**src/rtl/rf_wb_arbiter.sv**
```systemverilog
// Register-file write-port arbiter for pipeline WB, load response and mul/div results.
// Optional anti-starvation promotion is enabled with `define RF_WB_ARB_STARVE_EN.
module rf_wb_arbiter #(
  parameter int DATA_W     = 32,
  parameter int ADDR_W     = 5,
  parameter int STARVE_MAX = 4
) (
  input  logic              clk,
  input  logic              rst,
  input  logic              pipe_valid,
  input  logic [ADDR_W-1:0] pipe_waddr,
  input  logic [DATA_W-1:0] pipe_wdata,
  output logic              pipe_ready,
  input  logic              ld_valid,
  input  logic [ADDR_W-1:0] ld_waddr,
  input  logic [DATA_W-1:0] ld_wdata,
  output logic              ld_ready,
  input  logic              md_valid,
  input  logic [ADDR_W-1:0] md_waddr,
  input  logic [DATA_W-1:0] md_wdata,
  output logic              md_ready,
  output logic              rf_wen,
  output logic [ADDR_W-1:0] rf_waddr,
  output logic [DATA_W-1:0] rf_wdata,
  output logic              byp_valid,
  output logic [1:0]        starve_flag
);

  localparam logic [ADDR_W-1:0] X0 = {ADDR_W{1'b0}};

  logic pipe_req_s, ld_req_s, md_req_s;
  logic pipe_gnt_s, ld_gnt_s, md_gnt_s;
  logic ld_prom_s, md_prom_s;
  logic [1:0] starve_flag_d;

  logic              rf_wen_q, rf_wen_d;
  logic [ADDR_W-1:0] rf_waddr_q, rf_waddr_d;
  logic [DATA_W-1:0] rf_wdata_q, rf_wdata_d;
  logic [1:0]        starve_flag_q;

  // x0 requests never compete; they are acked and dropped
  assign pipe_req_s = !rst && pipe_valid && (pipe_waddr != X0);
  assign ld_req_s   = !rst && ld_valid   && (ld_waddr   != X0);
  assign md_req_s   = !rst && md_valid   && (md_waddr   != X0);

`ifdef RF_WB_ARB_STARVE_EN
  localparam logic [3:0] STARVE_LIM = 4'(STARVE_MAX);

  logic [3:0] ld_wait_q, ld_wait_d;
  logic [3:0] md_wait_q, md_wait_d;

  assign ld_prom_s     = (ld_wait_q == STARVE_LIM);
  assign md_prom_s     = (md_wait_q == STARVE_LIM);
  assign starve_flag_d = {md_prom_s, ld_prom_s};

  always_comb begin
    ld_wait_d = 4'd0;
    md_wait_d = 4'd0;
    if (ld_req_s && !ld_gnt_s) begin
      ld_wait_d = ld_prom_s ? ld_wait_q : ld_wait_q + 4'd1;
    end else begin
      ld_wait_d = 4'd0;
    end
    if (md_req_s && !md_gnt_s) begin
      md_wait_d = md_prom_s ? md_wait_q : md_wait_q + 4'd1;
    end else begin
      md_wait_d = 4'd0;
    end
  end

  always_ff @(posedge clk) begin
    if (rst) begin
      ld_wait_q <= 4'd0;
      md_wait_q <= 4'd0;
    end else begin
      ld_wait_q <= ld_wait_d;
      md_wait_q <= md_wait_d;
    end
  end
`else
  assign ld_prom_s     = 1'b0;
  assign md_prom_s     = 1'b0;
  assign starve_flag_d = 2'b00;
`endif

  // Promoted ld, then promoted md, then fixed pipe > ld > md
  always_comb begin
    pipe_gnt_s = 1'b0;
    ld_gnt_s   = 1'b0;
    md_gnt_s   = 1'b0;
    if (ld_req_s && ld_prom_s) begin
      ld_gnt_s = 1'b1;
    end else if (md_req_s && md_prom_s) begin
      md_gnt_s = 1'b1;
    end else if (pipe_req_s) begin
      pipe_gnt_s = 1'b1;
    end else if (ld_req_s) begin
      ld_gnt_s = 1'b1;
    end else if (md_req_s) begin
      md_gnt_s = 1'b1;
    end else begin
      pipe_gnt_s = 1'b0;
    end
  end

  assign pipe_ready = !rst && pipe_valid && ((pipe_waddr == X0) || pipe_gnt_s);
  assign ld_ready   = !rst && ld_valid   && ((ld_waddr   == X0) || ld_gnt_s);
  assign md_ready   = !rst && md_valid   && ((md_waddr   == X0) || md_gnt_s);

  always_comb begin
    rf_wen_d   = pipe_gnt_s || ld_gnt_s || md_gnt_s;
    rf_waddr_d = rf_waddr_q;
    rf_wdata_d = rf_wdata_q;
    if (pipe_gnt_s) begin
      rf_waddr_d = pipe_waddr;
      rf_wdata_d = pipe_wdata;
    end else if (ld_gnt_s) begin
      rf_waddr_d = ld_waddr;
      rf_wdata_d = ld_wdata;
    end else if (md_gnt_s) begin
      rf_waddr_d = md_waddr;
      rf_wdata_d = md_wdata;
    end else begin
      rf_waddr_d = rf_waddr_q;
    end
  end

  always_ff @(posedge clk) begin
    if (rst) begin
      rf_wen_q      <= 1'b0;
      rf_waddr_q    <= X0;
      rf_wdata_q    <= {DATA_W{1'b0}};
      starve_flag_q <= 2'b00;
    end else begin
      rf_wen_q      <= rf_wen_d;
      rf_waddr_q    <= rf_waddr_d;
      rf_wdata_q    <= rf_wdata_d;
      starve_flag_q <= starve_flag_d;
    end
  end

  assign rf_wen      = rf_wen_q;
  assign byp_valid   = rf_wen_q;
  assign rf_waddr    = rf_waddr_q;
  assign rf_wdata    = rf_wdata_q;
  assign starve_flag = starve_flag_q;

endmodule

```
**config.mk**
```make
export PLATFORM = sky130hd
export DESIGN_NAME = rf_wb_arbiter
export DESIGN_NICKNAME = d
export VERILOG_FILES = /design/src/rtl/rf_wb_arbiter.sv
export SDC_FILE = /design/constraint.sdc
export NUM_CORES = 1
export LEC_CHECK = 0
export BUFFER_PORTS_ARGS = -buffer_cell sky130_fd_sc_hd__buf_2
export CORE_MARGIN = 4
export CORE_UTILIZATION = 44
export CTS_CLUSTER_SIZE = 16
export DETAILED_ROUTE_END_ITERATION = 6
export PLACE_DENSITY = 0.82
export SLEW_MARGIN = 15
export SYNTH_ARGS = -nofsm -noshare
export SYNTH_HDL_FRONTEND = slang
export SYNTH_SLANG_ARGS = --single-unit
```
**constraint.sdc**
```tcl
create_clock -name clk -period 2.5 [get_ports clk]
set_input_delay 0.375 -clock clk [delete_from_list [all_inputs] [get_ports clk]]
set_output_delay 0.375 -clock clk [all_outputs]
set_load 0.1 [all_outputs]
```
==> results.sh <==
export IMPL_status="finished, final reports clean"
export IMPL_setup_ws_ps=282
export IMPL_tightestPinTransition_ps=1110
export IMPL_cts_made_buffers=5
export IMPL_yosysTopAreaCellShare=0.294
export IMPL_cts_sinks=38
export IMPL_critPathLaunchType="primary input"
export IMPL_rows=27
export IMPL_path_class="in2out"
export IMPL_ant_nets=0
export IMPL_core_area_um2=5610
export IMPL_regToRegStartpoint="rf_waddr[1]"
export IMPL_antenna_found_initial=0
export IMPL_grt_setup_unrepaired="false"
export IMPL_dp_worst_setup_slack_ps=284
export IMPL_first_pass_iters=6
export IMPL_n_antenna_cell=0
export IMPL_die_x_um=84.7
export IMPL_skew_ps=0
export IMPL_synth_cells=313
export IMPL_crit_start="ld_waddr[1]"
export IMPL_clk_latency_ps=290
export IMPL_final_nets=568
export IMPL_cts_root_buffer="clkbuf_8"
export IMPL_grt_remaining_overflow=0
export IMPL_total_power_mw=2.54
export IMPL_cp_data_required_time_ps=2120
export IMPL_detail_route_wl_per_cell_um=17.7
export IMPL_syn_area_per_cell_um2=8.27
export IMPL_track_usage=0.244
export IMPL_yosys_area_top_type="dfxtp_1"
export IMPL_port_buffers=157
export IMPL_crit_arrival_ps=1840
export IMPL_dpl_hpwl_um=6740
export IMPL_drv_cap=0
export IMPL_relSlewSlack=0.262
export IMPL_start_util=0.461
export IMPL_hold_viol=0
export IMPL_endpoint_kind="primary output"
export IMPL_final_setup_tns_ps=0
export IMPL_synth_seq_area_share=0.294
export IMPL_ios=160
export IMPL_cts_setup_buffers=0
export IMPL_globalplace_congestion=0.905
export IMPL_n_fill_cell=503
export IMPL_clk_pin_slew_ps=80
export IMPL_cts_tree="yes"
export IMPL_layout_worst_path_cycle_share=0.887
export IMPL_layout_commonest_cell="buf_2"
export IMPL_cts_resized=0
export IMPL_dieArea_um2=7170
export IMPL_period_minus_slack_ps=2220
export IMPL_drt_total_wl_um=9310
export IMPL_critPathCapture="ld_ready"
export IMPL_dieHeight_um=84.7
export IMPL_vias=3177
export IMPL_grt_pass1_vias=2989
export IMPL_via_per_inst=6.05
export IMPL_hold_buffers=0
export IMPL_final_cell_mix="154 x buf_2, 38 x dfxtp_1, 33 x nor2b_1, 33 x nor2_1"
export IMPL_p_leak_nw=1.72
export IMPL_final_util=0.638
export IMPL_dp_cells=517
export IMPL_drv_slew=0
export IMPL_drt_first_iter_violations=175
export IMPL_critPathMaxFanout=5
export IMPL_netlist_area_um2=2590
export IMPL_rr_endpoint="rf_waddr[1]"
export IMPL_setup_viol=0
export IMPL_synthTopCellsByArea="dfxtp_1 29%, o31ai_1 9.3%, nor2b_1 8.2%"
export IMPL_yosys_cell_types_count=32
export IMPL_worst_r2r_cell_count=2
export IMPL_htreeDepth=2
export IMPL_power_density_nw_per_um2=709
export IMPL_synth_seq_cells=38
export IMPL_grt_pass1_wl_um=14600
export IMPL_ys_warn_count=0
export IMPL_min_path_type="in2reg"
export IMPL_grt_start_max_net_pins=57
export IMPL_remaining_drc_errors=0
export IMPL_drive_gt1_frac=0.424
export IMPL_fin_cells=525
export IMPL_syn_to_final_growth_pct=38.2
export IMPL_reg2reg_slack_ps=1650
export IMPL_clockBufferDepth=2
export IMPL_peakVddDrop_v=0.000398
export IMPL_fmax_mhz=451
## per-layer routing
layer / global-route usage / vias up / part of all wire
met2: 0.400 / 196 / 0.47
met5: 0 / - / 0
met4: 0.0590 / 0 / 0.014
li1: - / 1476 / -
met1: 0.326 / 1489 / 0.41
met3: 0.0510 / 16 / 0.11
## through the flow
step / area, µm² / hold slack (ps)
2_1_floorplan: 2600 / 555
3_3_place_gp: 3440 / 588
3_5_place_dp: 3440 / 596
4_1_cts: 3580 / 368
5_1_grt: 3580 / 365
6_report: 3580 / 376
## sequential cells by signal, indices dropped and copies added (netlist names)
signal and count:
rf_waddr 5, rf_wdata 32, byp_valid 1
## critical path, cell delays in order
cell	delay, ps
buf_2	100
or4_4	570
or2_1	330
a21boi_2	250
buf_12	210
## worst min path at each step
stage	start	to	slack, ps	cells past startpoint
4_1_cts	md_waddr[0]	rf_waddr[0]	370	3
5_1_grt	pipe_wdata[13]	rf_wdata[13]	360	3
3_5_place_dp	rf_wdata[8]	rf_wdata[8]	600	3
6_report	pipe_wdata[13]	rf_wdata[13]	380	3
2_1_floorplan	md_waddr[0]	rf_waddr[0]	560	2
3_3_place_gp	rf_wdata[27]	rf_wdata[27]	590	3
## logic make-up (layout without fill, tap and decap cells)
group,count (synthesis),in the layout,share of synthesized area
flops,38,38,0.294
buf+inv,44,183,0.0938
simple gates,130,130,0.286
other cells,1,2,0.00145
compound gates,100,100,0.324
## synthesized netlist by cell type
master	instances
nor3_1	1
or2_1	1
a311oi_1	5
o21a_1	2
or4_4	2
buf_2	8
nor2_1	34
o211a_1	18
a21boi_0	1
nand3_1	5
and2_1	14
nor2b_1	34
a32oi_1	5
o21ai_4	1
buf_4	6
a21o_1	1
a22oi_1	1
dfxtp_1	38
a221oi_2	1
nor3_4	1
nand2b_1	1
o21ai_2	1
buf_6	6
nor4_1	5
a211oi_1	18
nand4_1	32
inv_2	1
clkbuf_1	23
o31ai_1	32
a221oi_1	13
conb_1	1
a21oi_1	1
## power by group
group	internal (mW)	total, mW	switching (mW)
registers	0.688	0.726	0.0379
clock network	0.400	0.634	0.234
logic	0.275	1.18	0.900
## layout make-up
| class | instances | area (µm²) | share of cell area |
|---|---|---|---|
| Inverter | 1 | 3.75 | 0.00105 |
| Clock buffer | 5 | 68.8 | 0.0192 |
| Clock inverter | 3 | 68.8 | 0.0192 |
| Sequential cell | 38 | 761 | 0.213 |
| Timing Repair Buffer | 174 | 971 | 0.271 |
| Multi-Input combinational cell | 232 | 1610 | 0.451 |
| Tap cell | 72 | 90.1 | 0.0252 |
(Power assumes the default switching activity.)
